`config.mk`:
```
export PLATFORM = sky130hd
export DESIGN_NAME = gate_pipe_unit_flat
export DESIGN_NICKNAME = d
export VERILOG_FILES = /design/src/rtl/gate_pipe_unit_if.sv /design/src/rtl/gate_pipe_unit.sv /design/src/flat_wrapper.sv
export SDC_FILE = /design/constraint.sdc
export NUM_CORES = 1
export LEC_CHECK = 0
export CELL_PAD_IN_SITES_DETAIL_PLACEMENT = 1
export CELL_PAD_IN_SITES_GLOBAL_PLACEMENT = 1
export CORE_MARGIN = 3
export CORE_UTILIZATION = 42
export CTS_CLUSTER_DIAMETER = 50
export DETAILED_ROUTE_END_ITERATION = 6
export DONT_BUFFER_PORTS = 1
export PLACE_DENSITY_LB_ADDON = 0.1
export SYNTH_ARGS = -nofsm -noshare
export SYNTH_HDL_FRONTEND = slang
export SYNTH_SLANG_ARGS = --single-unit
```
`constraint.sdc`:
```
create_clock -name clk -period 2.4 [get_ports clk]
set_clock_uncertainty 0.2 [all_clocks]
set_input_delay 0.48 -clock clk [delete_from_list [all_inputs] [get_ports clk]]
set_output_delay 0.48 -clock clk [all_outputs]
set_load 0.05 [all_outputs]
```
`src/rtl/gate_pipe_unit_if.sv`:
```
// Operand/result bus of gate_pipe_unit.
// master = operand producer plus result consumer; slave = the unit itself.
interface gate_pipe_unit_if #(
  parameter int WIDTH = 8
);
  // Operand side
  logic             in_valid;
  logic             in_ready;
  logic [2:0]       op;
  logic [WIDTH-1:0] in1;
  logic [WIDTH-1:0] in2;
  logic [WIDTH-1:0] in3;

  // Result side
  logic             out_valid;
  logic             out_ready;
  logic [WIDTH-1:0] out1;
  logic             out_zero;
  logic             out_par;

  modport master (
    output in_valid, op, in1, in2, in3, out_ready,
    input  in_ready, out_valid, out1, out_zero, out_par
  );

  modport slave (
    input  in_valid, op, in1, in2, in3, out_ready,
    output in_ready, out_valid, out1, out_zero, out_par
  );
endinterface

```
`src/rtl/gate_pipe_unit.sv`:
```
// gate_pipe_unit: two-stage valid/ready pipeline that applies one of eight
// bitwise functions to three WIDTH-bit operands and registers the result
// together with zero and parity flags.
// Optional feature macro: GATE_PIPE_CNT_EN adds the saturating done_cnt
// completion counter port.
module gate_pipe_unit #(
  parameter int WIDTH = 8,
  parameter int CNT_W = 16
) (
  input  logic             clk,
  input  logic             rst,
  gate_pipe_unit_if.slave  bus
`ifdef GATE_PIPE_CNT_EN
  ,
  output logic [CNT_W-1:0] done_cnt
`endif
);

  typedef enum logic [2:0] {
    OP_AND     = 3'b000,
    OP_OR      = 3'b001,
    OP_XOR     = 3'b010,
    OP_NAND    = 3'b011,
    OP_NOR     = 3'b100,
    OP_XNOR_AC = 3'b101,
    OP_NOT_B   = 3'b110,
    OP_MAJ     = 3'b111
  } op_e;

  // Stage 1 (operand) registers
  logic             s1_valid;
  op_e              s1_op;
  logic [WIDTH-1:0] s1_a;
  logic [WIDTH-1:0] s1_b;
  logic [WIDTH-1:0] s1_c;

  // Stage 2 (result) registers
  logic             s2_valid;
  logic [WIDTH-1:0] s2_res;
  logic             s2_zero;
  logic             s2_par;

  logic             adv1;
  logic             adv2;
  logic             accept;
  logic [WIDTH-1:0] fn_res;

  // Pipeline advance: stage 2 frees when empty or drained; stage 1 follows it.
  assign adv2         = !s2_valid || bus.out_ready;
  assign adv1         = adv2;
  assign bus.in_ready = !s1_valid || adv1;
  assign accept       = bus.in_valid && bus.in_ready;

  // Stage 1: capture a beat whenever the stage can take one.
  // NOTE: sequential state uses non-blocking assignments so every register
  // samples pre-edge values regardless of process ordering.
  // NOTE: the operand payload is deliberately not reset; s1_valid alone
  // decides whether it means anything.
  always_ff @(posedge clk) begin
    if (rst) begin
      s1_valid <= 1'b0;
    end else if (bus.in_ready) begin
      s1_valid <= bus.in_valid;
      if (accept) begin
        s1_op <= op_e'(bus.op);
        s1_a  <= bus.in1;
        s1_b  <= bus.in2;
        s1_c  <= bus.in3;
      end
    end
  end

  // Function network evaluated on the stage-1 operands.
  // NOTE: the default assignment ahead of the case keeps this purely
  // combinational for every op value.
  always_comb begin
    fn_res = '0;
    unique case (s1_op)
      OP_AND:     fn_res = s1_a & s1_b;
      OP_OR:      fn_res = s1_a | s1_b;
      OP_XOR:     fn_res = s1_a ^ s1_b;
      OP_NAND:    fn_res = ~(s1_a & s1_b);
      OP_NOR:     fn_res = ~(s1_a | s1_b);
      OP_XNOR_AC: fn_res = ~(s1_a ^ s1_c);
      // ((a&b)|~b)&~b reduces to ~b
      OP_NOT_B:   fn_res = ~s1_b;
      OP_MAJ:     fn_res = (s1_a & s1_b) | (s1_a & s1_c) | (s1_b & s1_c);
      default:    fn_res = '0;
    endcase
  end

  // Stage 2: register result and flags; a bubble clears valid but keeps data.
  always_ff @(posedge clk) begin
    if (rst) begin
      s2_valid <= 1'b0;
      s2_res   <= '0;
      s2_zero  <= 1'b0;
      s2_par   <= 1'b0;
    end else if (adv2) begin
      s2_valid <= s1_valid;
      if (s1_valid) begin
        s2_res  <= fn_res;
        s2_zero <= ~|fn_res;
        s2_par  <= ^fn_res;
      end
    end
  end

  assign bus.out_valid = s2_valid;
  assign bus.out1      = s2_res;
  assign bus.out_zero  = s2_zero;
  assign bus.out_par   = s2_par;

`ifdef GATE_PIPE_CNT_EN
  // Completion counter: one per result handshake, saturating at all-ones.
  always_ff @(posedge clk) begin
    if (rst) begin
      done_cnt <= '0;
    end else if (s2_valid && bus.out_ready && (done_cnt != {CNT_W{1'b1}})) begin
      done_cnt <= done_cnt + 1'b1;
    end
  end
`endif

endmodule

```
`src/flat_wrapper.sv`:
```
// flat-port wrapper written by rule: the top's interface ports become plain ports
module gate_pipe_unit_flat 
#(
  parameter int WIDTH = 8,
  parameter int CNT_W = 16
)
  (clk, rst, bus_in_valid, bus_op, bus_in1, bus_in2, bus_in3, bus_out_ready, bus_in_ready, bus_out_valid, bus_out1, bus_out_zero, bus_out_par);
  gate_pipe_unit_if #(.WIDTH(WIDTH)) bus_i ();
  input  logic clk;
  input  logic rst;
  input wire logic [$bits(bus_i.in_valid)-1:0] bus_in_valid;
  input wire logic [$bits(bus_i.op)-1:0] bus_op;
  input wire logic [$bits(bus_i.in1)-1:0] bus_in1;
  input wire logic [$bits(bus_i.in2)-1:0] bus_in2;
  input wire logic [$bits(bus_i.in3)-1:0] bus_in3;
  input wire logic [$bits(bus_i.out_ready)-1:0] bus_out_ready;
  output wire logic [$bits(bus_i.in_ready)-1:0] bus_in_ready;
  output wire logic [$bits(bus_i.out_valid)-1:0] bus_out_valid;
  output wire logic [$bits(bus_i.out1)-1:0] bus_out1;
  output wire logic [$bits(bus_i.out_zero)-1:0] bus_out_zero;
  output wire logic [$bits(bus_i.out_par)-1:0] bus_out_par;
  assign bus_i.in_valid = bus_in_valid;
  assign bus_i.op = bus_op;
  assign bus_i.in1 = bus_in1;
  assign bus_i.in2 = bus_in2;
  assign bus_i.in3 = bus_in3;
  assign bus_i.out_ready = bus_out_ready;
  assign bus_in_ready = bus_i.in_ready;
  assign bus_out_valid = bus_i.out_valid;
  assign bus_out1 = bus_i.out1;
  assign bus_out_zero = bus_i.out_zero;
  assign bus_out_par = bus_i.out_par;
  gate_pipe_unit #(.WIDTH(WIDTH), .CNT_W(CNT_W)) u_core (.clk(clk), .rst(rst), .bus(bus_i));
endmodule
```
Word-level counts from Yosys, hierarchy flattened
Index checks and enable logic that the tools add are counted.
{"block": "classes", "n_bitwise": 13, "reduce_logical": 11, "eq_ne": 7, "n_mux": 1}
{"operator": "$pmux W8 S8", "n": 1}
{"operator": "$not A8 Y8", "n": 4}
{"operator": "$and A8 B8 Y8", "n": 3}
{"operator": "$or A8 B8 Y8", "n": 3}
{"operator": "$xor A8 B8 Y8", "n": 2}
{"operator": "$eq A3 B3 Y1 const B", "n": 4}
{"operator": "$reduce_or A8 Y1", "n": 1}
{"operator": "$reduce_xor A8 Y1", "n": 1}
{"operator": "$eq A3 B2 Y1 const B", "n": 2}
{"operator": "$eq A3 B1 Y1 const B", "n": 1}
{"operator": "$logic_not A1 Y1", "n": 3}
{"operator": "$logic_not A3 Y1", "n": 1}
{"operator": "$reduce_and A3 Y1", "n": 1}
{"operator": "$logic_or A1 B1 Y1", "n": 2}
{"operator": "$reduce_and A2 Y1", "n": 1}
{"operator": "$logic_and A1 B1 Y1", "n": 1}
{"operator": "$not A1 Y1", "n": 1}
{"block": "word_totals", "input_bits": 31, "output_inout_bits": 12, "regBits": 39, "word_cells": 41}

Depth between registers and ports, before layout
{"block": "logic_depth", "ltp_word": 6, "ltp_mapped": 11, "ltp_nobuf": 11}

Least setup slack after synthesis
No wires, ideal clock.
{"block": "synth_path", "kind": "register to register", "startpoint": "register u_core.s2_valid (netlist: u_core.bus.out_valid)", "endpoint": "register u_core.s1_a[0] (enable)", "synth_period_minus_slack_ps": 2483, "slack_ps": -83, "path_stages_with_launch": 4, "t_required_ps": 1814, "n_path_buf": 0, "t_arrival_ps": 1896, "setup_ps": 386, "cell_sequence": "dfxtp_1 nor2b_1 nand2_1 and3b_1"}
{"block": "synth_between", "elab_chain_len": 5}
{"element": "start: declaration", "line": "gate_pipe_unit.sv:38", "source": "logic s2_valid;"}
{"element": "start signal: assignment", "line": "gate_pipe_unit.sv:100", "source": "s2_valid <= s1_valid;"}
{"element": "$logic_not A1 Y1 (*)", "line": "gate_pipe_unit.sv:49", "source": "assign adv2 = !s2_valid || bus.out_ready;"}
{"element": "$logic_or A1 B1 Y1 (*)", "line": "gate_pipe_unit.sv:49"}
{"element": "$logic_or A1 B1 Y1 (*)", "line": "gate_pipe_unit.sv:51", "source": "assign bus.in_ready = !s1_valid || adv1;"}
{"element": "net bus_in_ready", "line": "flat_wrapper.sv:17", "source": "output wire logic [$bits(bus_i.in_ready)-1:0] bus_in_ready;"}
{"element": "$logic_and A1 B1 Y1", "line": "gate_pipe_unit.sv:52", "source": "assign accept = bus.in_valid && bus.in_ready;"}
{"element": "$reduce_and A3 Y1 (no line) (*)"}
{"element": "end signal: assignment", "line": "gate_pipe_unit.sv:66", "source": "s1_a <= bus.in1;"}
{"element": "end: declaration", "line": "gate_pipe_unit.sv:33", "source": "logic [WIDTH-1:0] s1_a;"}
The timed path passes the listed nets; every way through them passes the cells marked *.
A chain may end at the register's enable or synchronous reset.

Worst setup path in the final report
{"block": "layout_path", "startpoint": "register u_core.s1_b[4]", "endpoint": "register u_core.s2_par (netlist: u_core.bus.out_par)"}
{"block": "layout_between", "elab_chain_len": 5, "elab_cells_between_ends": 11, "classes_between": "1 x mux; 9 x bitwise; 1 x reduce/logical"}
{"element": "start: declaration", "line": "gate_pipe_unit.sv:34", "source": "logic [WIDTH-1:0] s1_b;"}
{"element": "start signal: assignment", "line": "gate_pipe_unit.sv:67", "source": "s1_b <= bus.in2;"}
{"element": "$and A8 B8 Y8", "line": "gate_pipe_unit.sv:79, gate_pipe_unit.sv:82, gate_pipe_unit.sv:87"}
{"element": "$or A8 B8 Y8 (2 in a row)", "line": "gate_pipe_unit.sv:87", "source": "OP_MAJ: fn_res = (s1_a & s1_b) | (s1_a & s1_c) | (s1_b & s1_c);"}
{"element": "$pmux W8 S8 (*)", "line": "gate_pipe_unit.sv:78", "source": "unique case (s1_op)"}
{"element": "$reduce_xor A8 Y1 (*)", "line": "gate_pipe_unit.sv:104", "source": "s2_par <= ^fn_res;"}
{"element": "end signal: assignment", "line": "gate_pipe_unit.sv:104"}
{"element": "end: declaration", "line": "gate_pipe_unit.sv:41", "source": "logic s2_par;"}
Every way passes the cells marked *; elsewhere a longest branch is shown, timed or not.

==> results.ini <==
[outcome]
status = complete, but fails checks
violations = negative setup slack

[sta]
rsz0062_at_grt = true
worst_pin_slew_ns = 0.6372
setup_viol = 1
finalHoldViolCount = 0
drv_slew = 0
finalCritPeriodShare_pct = 106.5
slew_headroom_pct = 57.52
finalWorstSetupSlack_ns = -0.1569
fin_crit_ns = 2.557
clock.fmax_mhz = 391.1

[place]
place.gp.congestion = 0.7750
place_area_mm2 = 0.002614
io_buffers = 0
post-dp-hpwl_mm = 4.029
dp_cells = 308
pre_cts_slack_ns = -0.1659

[routing]
drt_iter0_markers = 35
antenna_left = 0
drtPass1Iterations = 4
drc = 0
vias_per_cell = 5.497
wl_mm = 5.088
vias = 1748
wl_per_cell_um = 16.00

[power]
p_leak_nw = 1.100
powerDensity_mw_per_mm2 = 539.7
total_power_w = 0.001493
ir_drop_mv = 0.3086

[global_route]
use_met2_pct = 28.73
grt.busiest_layer = met2
gr-total-overflow = 0
grt_antenna_before_repair = 0
use_met3_pct = 4.148
grt_usage_pct = 16.26
grt_max_degree = 28
gr-usage-met1_pct = 19.62
grt_pass1_vias = 1806
grt_pass1_wl_mm = 8.259

[logic_synthesis]
yosys.area.top_type_share_pct = 34.82
synth-seq-cells = 39
synth-edff-count = 27
yosys.area_share.simple_pct = 13.97
synth_compound_area_share_pct = 18.22
yosys-top-cells-area = edfxtp_1, ha_1, dfxtp_1, nand2b_1, a211oi_1
syn_avg_cell_area_um2 = 10.73
synthArstFlopShare_pct = 0
postSynthCellCount = 217
synth_top_cell_by_area = edfxtp_1
synth-adder-area-share_pct = 15.05
synthXorXnorAreaFrac_pct = 1.128
synth_top_family_by_area = compound AO/OA/AOI/OAI gates
seq_area_frac_synth_pct = 45.14
ys_warn_count = 0
yosys-top-cells-count = ha_1, edfxtp_1, inv_1
synth.area.mux_share_pct = 1.343
yosysMostFrequentCell = ha_1
syn_area_mm2 = 0.002328
ys_types = 42
syn_nets = 276
synth_flop_cell = edfxtp_1

[final_layout]
fin_nets = 306
antenna_cells = 0
seq_area_mm2 = 0.001051
fillers = 575
instances_no_fill = 318
multiInputGateArea_mm2 = 0.001216
drive_gt1_share_pct = 19.76
area_delta_synth_final_pct = 18.81
final_area_mm2 = 0.002766

[critical_path]
cp-start-kind = flop
arrival_ns = 2.56
worstPathCellList = inv_1, ha_1, nor2b_1, o311a_1, a221oi_2, o21bai_4, ha_4, xnor2_2, xnor2_1, nor2_1, nor3_1
critPathMaxFanout = 3
setup.worst_path.end_class = flop
slowest_delay_ns = 0.42
path_class = reg -> reg
worstPathRequired_ns = 2.41
cp_slowest_cell = edfxtp_1

[clocking]
cts_root_buf = clkbuf_8
clock_path_buffers = 2
cts.sinks = 39
cts_tree = done
clkTransAtPathRegs_ns = 0.07
htree_levels = 2
clock_latency_ns = 0.28
cts_buffers = 5

[worst_hold_path]
hold_class = in -> reg

[die]
die_w_um = 80.46
std_cell_rows = 26
core_area_mm2 = 0.005238
start_util_pct = 44.46
die_area_mm2 = 0.006474
dieHeight_um = 80.46
ios = 43

[run]
cap_viol_max_count = 0

==> cells by family (layout without fill, tap and decap cells) <==
kind of cell,count (synthesis),in the layout
compound gates,60,60
simple gates,57,57
flops,39,39
fa+ha+maj,28,28
buf+inv,27,58
xor+xnor,3,3
mux,3,3
==> power by group <==
part	leakage [nW]	total [W]	internal, W	switching [W]
Combinational	0.708	0.000264	0.000132	0.000132
Clock	0.0403	0.000413	0.000198	0.000215
Sequential	0.351	0.000815	0.000756	0.0000598
Total	1.10	0.00149	0.00109	0.000407
==> path summary, 6_finish.rpt <==
path,startpoint,end,slack [ns],cells past startpoint
max,u_core.s1_b[4]$_DFFE_PP_,u_core.bus.out_par$_SDFFE_PP0P_,-0.16,11
min,rst,u_core.bus.out_zero$_SDFFE_PP0P_,0.06,1
max reg2reg,u_core.s1_b[4]$_DFFE_PP_,u_core.bus.out_par$_SDFFE_PP0P_,-0.16,11
min reg2reg,u_core.s1_valid$_SDFFE_PP0P_,u_core.s1_valid$_SDFFE_PP0P_,0.38,2
==> stage by stage <==
step                hold slack (ns)  util (%)  TNS [ns]
CTS                         0.05607     51.96   -0.1614
floorplan                    0.3258         -         0
detailed placement           0.3557     49.90   -0.1706
global placement             0.3534     49.90  -0.09169
finish                      0.06244     52.82   -0.1569
global route                0.04642     52.82   -0.4280
==> registers in the layout (all words and copies together) (netlist names) <==
name,cells
u_core.bus.out1,8
u_core.bus.out_valid,1
u_core.bus.out_par,1
u_core.bus.out_zero,1
u_core.s1_valid,1
u_core.s1_b,8
u_core.s1_a,8
u_core.s1_c,8
u_core.s1_op,3
==> worst max-delay path: cells and delay by family (launching register included) <==
family / cells / cell delay, ns
AOI/OAI and AO/OA: 3 / 0.73
xor gates and xnor gates: 2 / 0.30
adders and majority gates: 2 / 0.44
buffers and inverters: 1 / 0.08
DFF: 1 / 0.42
and+or+nand+nor: 3 / 0.30
==> layout make-up <==
type                            instances  share of cell area, %
Multi-Input combinational cell        151                  43.96
Tap cell                               70                  3.166
Clock buffer                            6                  2.623
Sequential cell                        39                  37.99
Inverter                               19                  2.668
Timing Repair Buffer                   31                  9.317
Clock inverter                          2                 0.2714
==> metal layers <==
layer	share of wire, %	up-vias
met4	0.28	0
met2	51	40
li1	-	861
met1	44	845
met5	0	-
met3	4.8	2
==> timing repair <==
item,4_1_cts,5_1_grt
pin swaps,0,1
hold buffers,0,0
endpoints found under the setup margin,2,2
setup buffers,1,1
resized for setup,3,5
==> placed cells by master (no fill, tap or decap), types with 2 or more instances in the layout <==
cell type / instances
or3_1: 2
a211oi_1: 10
o32ai_2: 4
inv_1: 18
o21ai_1: 8
o21bai_1: 3
nor2_1: 3
nand3b_1: 4
nor3b_1: 2
clkbuf_8: 5
o22ai_1: 4
nand2_1: 13
nand2b_1: 15
o2111ai_1: 3
ha_1: 27
nor2b_1: 6
or3b_1: 2
buf_4: 29
dfxtp_1: 12
edfxtp_1: 27
or2_1: 2
mux2i_1: 2
a21oi_1: 11
o221ai_1: 3
o21ai_0: 5
nor3_1: 2
clkinv_1: 2
a31oi_1: 2
buf_12: 2
Power figures use the tool's default switching activity.
